--- config.mk ---
export PLATFORM = sky130hd
export DESIGN_NAME = decode_stage
export DESIGN_NICKNAME = d
export VERILOG_FILES = /design/src/rtl/decode_stage.sv
export SDC_FILE = /design/constraint.sdc
export NUM_CORES = 1
export LEC_CHECK = 0
export CORE_MARGIN = 3
export CORE_UTILIZATION = 37
export CTS_CLUSTER_DIAMETER = 30
export DETAILED_ROUTE_END_ITERATION = 16
export GPL_ROUTABILITY_DRIVEN = 0
export PLACE_DENSITY = 0.85
export SETUP_SLACK_MARGIN = 0.2
export SLEW_MARGIN = 5
export SYNTH_ARGS = -nofsm -noshare
export SYNTH_HDL_FRONTEND = slang
export SYNTH_SLANG_ARGS = --single-unit
--- constraint.sdc ---
create_clock -name clk -period 6.5 [get_ports clk]
set_input_delay 0.975 -clock clk [delete_from_list [all_inputs] [get_ports clk]]
set_output_delay 0.975 -clock clk [all_outputs]
set_load 0.005 [all_outputs]
--- src/rtl/decode_stage.sv ---
// RV32I decode stage: field/immediate decode, operand capture, and an ID/EX register with load-use and flush control.
// Optional WB_BYPASS_EN forwards a same-cycle writeback into the captured operands instead of stalling.
module decode_stage #(
  parameter int DATA_WIDTH     = 32,
  parameter int REG_ADDR_WIDTH = 5
) (
  input  logic                      clk,
  input  logic                      rst_n,
  input  logic                      if_valid,
  output logic                      if_ready,
  input  logic [31:0]               if_instr,
  input  logic [DATA_WIDTH-1:0]     if_pc,
  output logic [REG_ADDR_WIDTH-1:0] rs1_addr,
  output logic [REG_ADDR_WIDTH-1:0] rs2_addr,
  input  logic [DATA_WIDTH-1:0]     rs1_data,
  input  logic [DATA_WIDTH-1:0]     rs2_data,
  input  logic                      wb_reg_write,
  input  logic [REG_ADDR_WIDTH-1:0] wb_rd_addr,
  input  logic [DATA_WIDTH-1:0]     wb_rd_data,
  input  logic                      flush,
  input  logic                      ex_ready,
  output logic                      ex_valid,
  output logic [DATA_WIDTH-1:0]     ex_pc,
  output logic [DATA_WIDTH-1:0]     ex_rs1_data,
  output logic [DATA_WIDTH-1:0]     ex_rs2_data,
  output logic [DATA_WIDTH-1:0]     ex_imm,
  output logic [REG_ADDR_WIDTH-1:0] ex_rd,
  output logic [6:0]                ex_opcode,
  output logic [2:0]                ex_funct3,
  output logic                      ex_funct7b5,
  output logic                      ex_reg_write,
  output logic                      ex_mem_read,
  output logic                      ex_mem_write,
  output logic                      ex_illegal
);

  localparam logic [6:0] OP_LUI    = 7'b0110111;
  localparam logic [6:0] OP_AUIPC  = 7'b0010111;
  localparam logic [6:0] OP_JAL    = 7'b1101111;
  localparam logic [6:0] OP_JALR   = 7'b1100111;
  localparam logic [6:0] OP_BRANCH = 7'b1100011;
  localparam logic [6:0] OP_LOAD   = 7'b0000011;
  localparam logic [6:0] OP_STORE  = 7'b0100011;
  localparam logic [6:0] OP_IMM    = 7'b0010011;
  localparam logic [6:0] OP_REG    = 7'b0110011;
  localparam logic [6:0] OP_FENCE  = 7'b0001111;
  localparam logic [6:0] OP_SYSTEM = 7'b1110011;

  logic [6:0]                opcode;
  logic [REG_ADDR_WIDTH-1:0] rd_field;
  logic                      is_lui, is_auipc, is_jal, is_jalr, is_branch;
  logic                      is_load, is_store, is_opimm, is_op, legal;
  logic                      uses_rs1, uses_rs2;
  logic                      dec_reg_write, dec_mem_read, dec_mem_write;
  logic [REG_ADDR_WIDTH-1:0] dec_rd;
  logic [DATA_WIDTH-1:0]     dec_imm;
  logic [DATA_WIDTH-1:0]     op1, op2;
  logic                      load_use, wb_hazard, bubble, stall, accept;

  assign opcode   = if_instr[6:0];
  assign rd_field = if_instr[11:7];
  assign rs1_addr = if_instr[19:15];
  assign rs2_addr = if_instr[24:20];

  always_comb begin
    is_lui    = (opcode == OP_LUI);
    is_auipc  = (opcode == OP_AUIPC);
    is_jal    = (opcode == OP_JAL);
    is_jalr   = (opcode == OP_JALR);
    is_branch = (opcode == OP_BRANCH);
    is_load   = (opcode == OP_LOAD);
    is_store  = (opcode == OP_STORE);
    is_opimm  = (opcode == OP_IMM);
    is_op     = (opcode == OP_REG);
    legal     = is_lui | is_auipc | is_jal | is_jalr | is_branch | is_load | is_store |
                is_opimm | is_op | (opcode == OP_FENCE) | (opcode == OP_SYSTEM);

    uses_rs1 = !(is_lui || is_auipc || is_jal);
    uses_rs2 = is_op || is_store || is_branch;

    dec_reg_write = (is_op || is_opimm || is_load || is_lui || is_auipc || is_jal || is_jalr) &&
                    (rd_field != '0);
    dec_mem_read  = is_load;
    dec_mem_write = is_store;
    dec_rd        = dec_reg_write ? rd_field : '0;

    if (is_store)
      dec_imm = {{(DATA_WIDTH-11){if_instr[31]}}, if_instr[30:25], if_instr[11:7]};
    else if (is_branch)
      dec_imm = {{(DATA_WIDTH-12){if_instr[31]}}, if_instr[7], if_instr[30:25], if_instr[11:8], 1'b0};
    else if (is_lui || is_auipc)
      dec_imm = {{(DATA_WIDTH-31){if_instr[31]}}, if_instr[30:12], 12'b0};
    else if (is_jal)
      dec_imm = {{(DATA_WIDTH-20){if_instr[31]}}, if_instr[19:12], if_instr[20], if_instr[30:21], 1'b0};
    else if (is_op)
      dec_imm = '0;
    else
      dec_imm = {{(DATA_WIDTH-11){if_instr[31]}}, if_instr[30:20]};
  end

  assign load_use = if_valid && ex_valid && ex_mem_read && (ex_rd != '0) &&
                    ((uses_rs1 && (ex_rd == rs1_addr)) || (uses_rs2 && (ex_rd == rs2_addr)));

`ifdef WB_BYPASS_EN
  assign wb_hazard = 1'b0;
  assign op1 = (wb_reg_write && (wb_rd_addr != '0) && (wb_rd_addr == rs1_addr)) ? wb_rd_data : rs1_data;
  assign op2 = (wb_reg_write && (wb_rd_addr != '0) && (wb_rd_addr == rs2_addr)) ? wb_rd_data : rs2_data;
`else
  logic unused_wb_data;
  // Without forwarding, wait one cycle so the register file returns the written value.
  assign wb_hazard = if_valid && wb_reg_write && (wb_rd_addr != '0) &&
                     ((uses_rs1 && (wb_rd_addr == rs1_addr)) || (uses_rs2 && (wb_rd_addr == rs2_addr)));
  assign op1 = rs1_data;
  assign op2 = rs2_data;
  assign unused_wb_data = ^wb_rd_data;
`endif

  assign bubble   = load_use || wb_hazard;
  assign stall    = (ex_valid && !ex_ready) || bubble;
  assign if_ready = rst_n && !stall && !flush;
  assign accept   = if_valid && if_ready;

  always_ff @(posedge clk) begin
    if (!rst_n) begin
      ex_valid     <= 1'b0;
      ex_pc        <= '0;
      ex_rs1_data  <= '0;
      ex_rs2_data  <= '0;
      ex_imm       <= '0;
      ex_rd        <= '0;
      ex_opcode    <= '0;
      ex_funct3    <= '0;
      ex_funct7b5  <= 1'b0;
      ex_reg_write <= 1'b0;
      ex_mem_read  <= 1'b0;
      ex_mem_write <= 1'b0;
      ex_illegal   <= 1'b0;
    end else if (flush) begin
      ex_valid <= 1'b0;
    end else if (ex_valid && !ex_ready) begin
      ex_valid <= ex_valid;
    end else if (bubble) begin
      ex_valid <= 1'b0;
    end else if (accept) begin
      ex_valid     <= 1'b1;
      ex_pc        <= if_pc;
      ex_rs1_data  <= op1;
      ex_rs2_data  <= op2;
      ex_imm       <= dec_imm;
      ex_rd        <= legal ? dec_rd : '0;
      ex_opcode    <= opcode;
      ex_funct3    <= if_instr[14:12];
      ex_funct7b5  <= if_instr[30];
      ex_reg_write <= legal && dec_reg_write;
      ex_mem_read  <= legal && dec_mem_read;
      ex_mem_write <= legal && dec_mem_write;
      ex_illegal   <= !legal;
    end else begin
      ex_valid <= 1'b0;
    end
  end

endmodule
# Word-level counts from Yosys, hierarchy flattened
# Index checks and enable logic that the tools add are counted.
# totals
ram_bits	0
latchBits	0
romBits	0
inputBits	171
word_cells	94
n_memories	0
regBits	149
# classes
n_shift	0
n_eq_ne	15
reduce_logical	43
addsub	0
order_cmp	0
bitwise_logic	14
div	0
multipliers	0
muxes	9
# ops
operator	n
32-bit two-way mux	5
7-bit equality test, second input constant	4
7-bit by 6-bit equality test with 1-bit output, second input constant	3
5-bit equality test	4
1-bit logical AND	19
5-bit nonzero test	3
7-bit by 5-bit equality test with 1-bit output, second input constant	2
1-bit logical OR	14
5-bit two-way mux	2
1-bit OR	10
7-bit by 2-bit equality test with 1-bit output, second input constant	1
7-bit by 4-bit equality test with 1-bit output, second input constant	1
1-bit zero test	5
1-bit NOT	4
4-bit AND reduction	1
1-bit two-way mux	2
2-bit OR reduction	1

# Logic depth before layout (Yosys ltp)
# Gate-level depths: netlist of the first run.
# depth
depth_word	15
ltp_mapped	11

# Worst setup path before layout of the first run
# Ideal clock, no wire load.
# synth_path
path_kind	input-to-output
startpoint	input if_instr[6]
endpoint	output if_ready
path_slack_ps	3121
arrival_time_ps	2404
n_path_buf	2
cell_stages	7
path_cell_list	buf_2 or3b_1 a21oi_2 buf_4 nor4_1 nor4_1 and3_1
# synth_via
elab_chain_len	12
elab_cells_between_ends	24
classes_between	eq/ne: 6; reduce/logical: 18
# synth_rtl
element	line	source
from (decl)	11	input logic [31:0] if_instr,
7-bit by 6-bit equality test with 1-bit output or 7-bit by 5-bit equality test with 1-bit output (tied branches)	66, 67	
1-bit logical OR (2 in a row)	78	uses_rs1 = !(is_lui || is_auipc || is_jal);
1-bit zero test	78	
1-bit logical AND (on tied branches)	102, 112	
1-bit logical OR (on tied branches)	102, 112	
1-bit logical AND (on tied branches)	101, 111	
1-bit logical OR (*)	118	assign bubble = load_use || wb_hazard;
1-bit logical OR (*)	119	assign stall = (ex_valid && !ex_ready) || bubble;
1-bit zero test (*)	120	assign if_ready = rst_n && !stall && !flush;
1-bit logical AND (*) (2 in a row)	120	
to (decl)	10	output logic if_ready,
# Mark *: on every way between the ends. The rest lies on a longest branch, timed or not.

# Worst setup path in the final report of the first run
# layout_path
startpoint	input if_instr[3]
endpoint	output if_ready
# Same word-level chain as after synthesis.

==> results of run 1 <==
-- state kept, by name (all words and copies together), names as in the netlist --
| name | count |
|---|---|
| ex_funct3 | 3 |
| ex_funct7b5 | 1 |
| ex_illegal | 1 |
| ex_imm | 32 |
| ex_mem_read | 1 |
| ex_mem_write | 1 |
| ex_opcode | 7 |
| ex_pc | 32 |
| ex_rd | 5 |
| ex_reg_write | 1 |
| ex_rs1_data | 32 |
| ex_rs2_data | 32 |
| ex_valid | 1 |
-- logic make-up (layout without fill, tap and decap cells) --
group | count (synthesis) | in the layout | share of synthesized area (%)
buffers and inverters | 72 | 337 | 6.634
DFF | 149 | 149 | 48.96
xor gates and xnor gates | 21 | 21 | 3.019
muxes | 2 | 2 | 0.3286
AOI/OAI and AO/OA | 187 | 187 | 17.13
and+or+nand+nor | 354 | 354 | 23.93
-- per-layer routing --
layer | global-route usage [%] | vias to the layer above
met4 | 8.993 | 0
met5 | 0 | -
met2 | 35.00 | 227
met1 | 23.80 | 2734
met3 | 8.027 | 41
li1 | - | 3076
-- power by group through the flow --
stage | Clock, W | Combinational [W] | Sequential (W)
4_1_cts | 0.00105 | 0.000318 | 0.000984
2_1_floorplan | 0 | 0.000104 | 0.00101
3_3_place_gp | 0 | 0.000313 | 0.00100
6_report | 0.00102 | 0.000315 | 0.000984
5_1_grt | 0.00108 | 0.000342 | 0.000989
3_5_place_dp | 0 | 0.000316 | 0.00100
-- area by class of cell --
class | instances | share of cell area [%]
timing repair buffer | 302 | 31.47
multi-input combinational | 564 | 28.16
sequential | 149 | 31.05
clock inverter | 14 | 1.811
clock buffer | 18 | 4.572
tap | 216 | 2.814
inverter | 3 | 0.1172
-- stage by stage --
step	hold WS [ns]	cells	cell area (um^2)
after floorplan	0.4447	785	6092
final	0.4486	1266	9605
after detailed placement	0.4420	1234	8992
after global placement	0.4346	1234	8992
after global routing	0.4693	1266	9605
after CTS	0.4503	1266	9605
-- how the worst max path moves through the flow --
stage / from / endpoint / slack, ns / cells past startpoint
detailed placement: if_instr[3] / if_ready / 1.41 / 7
global placement: if_instr[3] / if_ready / 1.50 / 7
floorplan: if_instr[6] / if_ready / 3.12 / 7
global route: if_instr[3] / if_ready / 0.95 / 7
finish: if_instr[3] / if_ready / 1.40 / 7
CTS: if_instr[3] / if_ready / 1.40 / 7
-- critical path, stage by stage --
cell and delay [ns]:
clkdlybuf4s50_1 0.55, nor4bb_1 0.88, nand3_1 0.39, nor4_1 0.53
nor4_1 0.16, and3_1 0.19, clkdlybuf4s50_1 0.45
-- layout by cell type, fill, tap and decap left out, drive strengths merged, types with 15 or more instances in the layout --
cell type / instances
nor2: 17
dfxtp: 149
o21ai: 138
a21o: 19
a21oi: 15
xnor2: 21
nand2: 287
clkdlybuf4s50: 297
clkbuf: 18
nand3: 20
==> results.cfg, run 1 <==
[pwr]
power.leakage_nw = 3.511
p_switching_w = 0.0005544
clock_power_share_pct = 44.0
ir_drop_mv = 0.1696
cellPowerDensity_nw_per_um2 = 241.7
internal_power_w = 0.001767
comb_power_share_pct = 13.6
swShare_pct = 23.88
total_power_w = 0.002321
seq_power_share_pct = 42.4

[drt]
ant_nets = 0
detail_route.iter0.violations = 318
routed.top_layer = met4
via_count = 6078
wire_per_inst_um = 15.48
wl_met1_um = 7868
wl_met2_um = 9400
drt_first_pass_iters = 4
vias_per_cell = 4.801
route.detailed.drc = 0
met3_length_um = 1680
routed_wl_um = 19600

[global_route]
grt_pass1_wl_um = 29970
antenna_found_initial = 0
grt_max_degree = 264
first_global_vias = 5849
gr-usage-all-layers_pct = 20.90
gr-total-overflow = 0

[clock_tree]
insertion_delay_ns = 0.42
path_clk_slew_ns = 0.06
numCtsBuffers = 17
cts_tree = done
cts_resized = 0
numClockSinks = 149
cts_buffer_depth = 2
htreeDepth = 4
cts_setup_buffers = 0
hold_buffers = 0
cts_root_buf = clkbuf_16

[timing]
final.setup.tns_ns = 0
tightest_slew_ns = 1.169
fin_skew_ns = 0.006504
slew_violations = 0
fin_crit_sh_pct = 78.46
finalSetupViolations = 0
fin_ws_ns = 1.400
hold_viol_final = 0
fmax_mhz = 196.1
slew_headroom_pct = 21.27
layout_min_cycle_time_ns = 5.100
rsz0062_at_grt = no

[setup_path]
worstPathMaxFanout = 8
cp_data_required_time_ns = 5.52
r2r_slack_ns = 3.55
crit_arrival_ns = 4.12
crit_path_end_kind = output port
critical_path_class = input pin to output port
r2r_cells = 6
start_kind = input pin
rr_startpoint = ex_rd[0]
r2r_end = ex_rs2_data[4]

[worst_hold_path]
min_path_cells = 2
hold-path-endpoint = ex_rs2_data[11]
holdCritStartpoint = ex_rs2_data[11]
min_path_type = flop to flop

[layout]
drive_above_1_share_pct = 4.000
fill_cells = 1424
multi_input_area_um2 = 2705
final_util_pct = 60.03
final_nets = 1208
seq_area_um2 = 2983
syn_to_final_growth_pct = 57.67
insertedDiodeCount = 0

[placement]
place.port_buffers = 298
dp_slack_ns = 1.413
dp_hpwl_um = 13770

[synthesis]
synth.area.top_cells = dfxtp_1, nand2_1, o21ai_0
yosys.area.top_type = dfxtp_1
synthCells = 785
yosysMostFrequentCell = nand2_1
synthTopCellsByCount = nand2_1, dfxtp_1, o21ai_0
netlist_area_um2 = 6092
avgSynthCellArea_um2 = 7.761
ys_ff_latch = 149
yosysUniqueCellTypes = 41
synth_flop_cell = dfxtp_1
syn_nets = 956
async_flop_share_pct = 0
synth_edf_count = 0
yosys_warnings = 0
seq_area_frac_synth_pct = 48.96
post-synth-top-area-fraction_pct = 48.96

[floorplan]
die_h_um = 134.3
die_width_um = 134.3
start_util_pct = 38.07
die_area_um2 = 18040
placementRows = 46
core_area_um2 = 16000
ios = 331

[flow_run]
drv_cap = 0

[outcome]
status = finished clean
No activity file was read; power rests on OpenSTA's default activity.
==> run 2: changes to the inputs <==
==> constraint.sdc (replaced) <==
create_clock -name clk -period 5.2 [get_ports clk]
set_input_delay 0.78 -clock clk [delete_from_list [all_inputs] [get_ports clk]]
set_output_delay 0.78 -clock clk [all_outputs]
set_load 0.005 [all_outputs]
==> results.cfg, run 2 (synthesis results as in run 1) <==
[floorplan]
placementRows = 46
ios = 331
core_area_um2 = 16000
die_h_um = 134.3
start_util_pct = 38.07
die_width_um = 134.3
die_area_um2 = 18040

[placement]
dp_slack_ns = 0.7357
place.port_buffers = 298
dp_hpwl_um = 13930
dp.cells = 1240
dpl_cell_area_um2 = 9037

[clock_tree]
cts_root_buf = clkbuf_16
numClockSinks = 149
numCtsBuffers = 17
cts_buffer_depth = 2
cts_resized = 0
cts_tree = done
insertion_delay_ns = 0.41
cts_setup_buffers = 0
hold_buffers = 0
htreeDepth = 4
path_clk_slew_ns = 0.06

[layout]
drive_above_1_share_pct = 4.360
final_area_um2 = 9646
final_cell_mix = clkdlybuf4s50_1, nand2_1, dfxtp_1
syn_to_final_growth_pct = 58.33
final_common_cell = clkdlybuf4s50_1
fill_cells = 1409
final_nets = 1214
stdcell_count = 1272

[timing]
rsz0062_at_grt = no
fin_skew_ns = 0.006135
fin_ws_ns = 0.7280
fmax_mhz = 223.6
tightest_slew_ns = 1.182
finalSetupViolations = 0
final.setup.tns_ns = 0
fin_crit_sh_pct = 86.00
layout_min_cycle_time_ns = 4.472
slew_violations = 0
hold_viol_final = 0
slew_headroom_pct = 20.40

[global_route]
gr-total-overflow = 0
gr-usage-all-layers_pct = 20.88
grt_pass1_wl_um = 30330
grt_max_degree = 157
first_global_vias = 5913
antenna_found_initial = 1

[flow_run]
drv_cap = 0

[setup_path]
crit_path_end_kind = output port
critical_path_class = input pin to output port
cp_data_required_time_ns = 4.42
slowest_stage = clkdlybuf4s50_1
crit_arrival_ns = 3.69
worstPathMaxFanout = 11
slowest_delay_ns = 0.58
worstPathCellList = clkdlybuf4s50_1, or3b_1, a21oi_2, nor4_1, nor4_1, and3_1, clkdlybuf4s50_1
start_kind = input pin

[outcome]
status = finished clean

[drt]
route.detailed.drc = 0
detail_route.iter0.violations = 378
drt_first_pass_iters = 4
ant_nets = 0
wire_per_inst_um = 15.21
vias_per_cell = 4.770
routed_wl_um = 19340
via_count = 6067

[pwr]
cellPowerDensity_nw_per_um2 = 299.7
power.leakage_nw = 3.541
ir_drop_mv = 0.2363

[worst_hold_path]
min_path_type = flop to flop
[run 2: cell count changes in the layout (fill, tap and decap cells not counted), sizes merged]
cell      previous run  this run
buf                  5        11
clkbuf              18        20
inv                  7         5
clkinvlp             4         3
diode                0         1
[run 2: worst max-delay path: cells and delay by family]
family / cells / cell delay (ns)
buffers and inverters: 2 / 1.09
AND/OR/NAND/NOR: 4 / 1.36
AO/OA/AOI/OAI: 1 / 0.46
[run 2: final cells by class]
cell class,instances,area (um^2),share of cell area (%)
Antenna cell,1,2.502,0.02594
Clock inverter,11,148.9,1.544
Timing Repair Buffer,308,3068,31.81
Inverter,3,11.26,0.1167
Multi-Input combinational cell,564,2705,28.05
Tap cell,216,270.3,2.802
Clock buffer,20,456.7,4.735
Sequential cell,149,2983,30.92
[run 2: where the power goes]
group / internal (W) / switching [W] / leakage (nW)
Clock: 0.000780 / 0.000486 / 0.289
Combinational: 0.000238 / 0.000158 / 2.03
Sequential: 0.00120 / 0.0000285 / 1.22
Total: 0.00222 / 0.000672 / 3.54
[run 2: routing by layer]
layer | track usage, % | up-vias | wire [um]
met2 | 35.11 | 214 | 9468
met1 | 24.05 | 2729 | 7790
li1 | - | 3091 | -
met4 | 8.767 | 0 | 497
met3 | 7.539 | 33 | 1586
met5 | 0 | - | 0
[run 2: worst paths after layout]
path / from / to / slack (ns) / depth (start not counted)
setup / recovery: if_instr[6] / if_ready / 0.73 / 7
hold / removal: ex_funct7b5 / ex_funct7b5 / 0.45 / 2
setup reg to reg: ex_rd[0] / ex_rs1_data[0] / 2.45 / 7
hold reg to reg: ex_funct7b5 / ex_funct7b5 / 0.45 / 2
[run 2: stage by stage]
stage / utilization, % / hold slack, ns / power [W]
CTS: 60.27 / 0.4496 / 0.002921
global route: 60.28 / 0.4652 / 0.003014
finish: 60.28 / 0.4466 / 0.002891
detailed placement: 56.48 / 0.4410 / 0.001651
global placement: 56.48 / 0.4353 / 0.001644
floorplan: - / 0.4447 / 0.001388
==> run 3: changes to the inputs <==
--- a/config.mk
+++ b/config.mk
@@ -6,11 +6,11 @@
 export NUM_CORES = 1
 export LEC_CHECK = 0
 export CORE_MARGIN = 3
-export CORE_UTILIZATION = 37
-export CTS_CLUSTER_DIAMETER = 30
+export CORE_UTILIZATION = 35
+export CTS_CLUSTER_DIAMETER = 50
 export DETAILED_ROUTE_END_ITERATION = 16
 export GPL_ROUTABILITY_DRIVEN = 0
-export PLACE_DENSITY = 0.85
+export PLACE_DENSITY = 0.84
 export SETUP_SLACK_MARGIN = 0.2
 export SLEW_MARGIN = 5
 export SYNTH_ARGS = -nofsm -noshare
==> constraint.sdc (replaced) <==
create_clock -name clk -period 3.9 [get_ports clk]
set_input_delay 0.585 -clock clk [delete_from_list [all_inputs] [get_ports clk]]
set_output_delay 0.585 -clock clk [all_outputs]
set_load 0.005 [all_outputs]
==> results.cfg, run 3 (synthesis results as in run 1) <==
[outcome]
status = finished clean

[clock_tree]
path_clk_slew_ns = 0.06
numCtsBuffers = 17
cts_root_buf = clkbuf_16
cts_setup_buffers = 0
cts_resized = 0
cts_buffer_depth = 2
numClockSinks = 149
insertion_delay_ns = 0.41
cts_tree = done
hold_buffers = 0
htreeDepth = 4

[drt]
via_count = 6215
drt_first_pass_iters = 7
ant_nets = 0
vias_per_cell = 4.852
wire_per_inst_um = 15.38
routed_wl_um = 19700
route.detailed.drc = 0
detail_route.iter0.violations = 429

[timing]
final.setup.tns_ns = 0
hold_viol_final = 0
fin_crit_sh_pct = 91.24
tightest_slew_ns = 1.012
rsz0062_at_grt = no
fmax_mhz = 281.0
slew_violations = 0
finalSetupViolations = 0
slew_headroom_pct = 32.52
fin_skew_ns = 0.009590
layout_min_cycle_time_ns = 3.558

[global_route]
gr-total-overflow = 0
grt_util_met3_pct = 7.729
grt.busiest_layer = met2
grtUsageMet1_pct = 23.62
first_global_vias = 5743
grt_max_degree = 94
gr-usage-all-layers_pct = 19.84
antenna_found_initial = 0
grtUsageMet2_pct = 33.30
grt_pass1_wl_um = 29570

[setup_path]
cp_data_required_time_ns = 3.31
start_kind = input pin
worstPathMaxFanout = 3
crit_arrival_ns = 2.97
rr_startpoint = ex_rd[1]
cp-startpoint = wb_rd_addr[1]
critical_path_class = input pin to output port
crit_path_end_kind = output port

[layout]
final_nets = 1221
final_util_pct = 57.53
drive_above_1_share_pct = 5.184
syn_to_final_growth_pct = 58.82
final_common_cell = clkdlybuf4s50_1
final_cell_mix = clkdlybuf4s50_1, nand2_1, dfxtp_1
insertedDiodeCount = 0

[pwr]
cellPowerDensity_nw_per_um2 = 378.0
power.leakage_nw = 3.567
ir_drop_mv = 0.2685

[worst_hold_path]
holdCritStartpoint = ex_rs2_data[15]
min_path_type = flop to flop

[floorplan]
die_width_um = 137.9
core_area_um2 = 16820
start_util_pct = 36.22
placementRows = 47
die_h_um = 137.9
ios = 331
die_area_um2 = 19020

[flow_run]
drv_cap = 0

[placement]
dp_hpwl_um = 14390
place.port_buffers = 298
==> run 3: per-stage QoR <==
stage          instances  setup WS (ns)  instance area [um^2]  hold slack (ns)  power (W)
5_1_grt             1281         0.2061                  9676           0.4687   0.003824
2_1_floorplan        785          1.301                  6092           0.4447   0.001850
4_1_cts             1281         0.2182                  9648           0.4492   0.003708
3_5_place_dp        1251         0.2294                  9120           0.4407   0.002210
3_3_place_gp        1251         0.3345                  9120           0.4357   0.002199
6_report            1281         0.3415                  9676           0.4472   0.003658
==> run 3: final timing paths <==
| path | end | slack [ns] | depth (start not counted) |
|---|---|---|---|
| worst max register to register | ex_imm[15] | 1.15 | 8 |
| worst min-delay path | ex_rs2_data[15] | 0.45 | 2 |
| worst min register to register | ex_rs2_data[15] | 0.45 | 2 |
| worst max-delay path | if_ready | 0.34 | 7 |
==> run 3: critical path: stages <==
cell             delay [ns]
clkdlybuf4s50_1        0.47
or4_1                  0.57
o211ai_1               0.20
nor4_1                 0.14
nor4_2                 0.30
and3_1                 0.21
clkdlybuf4s50_1        0.50
==> run 3: power by group <==
group	internal, W	switching (W)	total, W
registers	0.00160	0.0000379	0.00164
clock network	0.000856	0.000626	0.00148
logic	0.000323	0.000214	0.000537
==> run 3: cell type report <==
cell class                 count  area, um^2
fill                        1525        7143
clock buffer                  22       474.2
clock inverter                 8       53.80
inverter                       3       11.26
sequential                   149        2983
tap                          220       275.3
multi-input combinational    564        2730
timing repair buffer         315        3148
==> run 3: per-layer routing <==
| metal | share of wire, % | vias to the layer above |
|---|---|---|
| met4 | 2.4 | 0 |
| met1 | 40 | 2828 |
| met3 | 9.5 | 35 |
| met2 | 48 | 257 |
| met5 | 0 | - |
| li1 | - | 3095 |
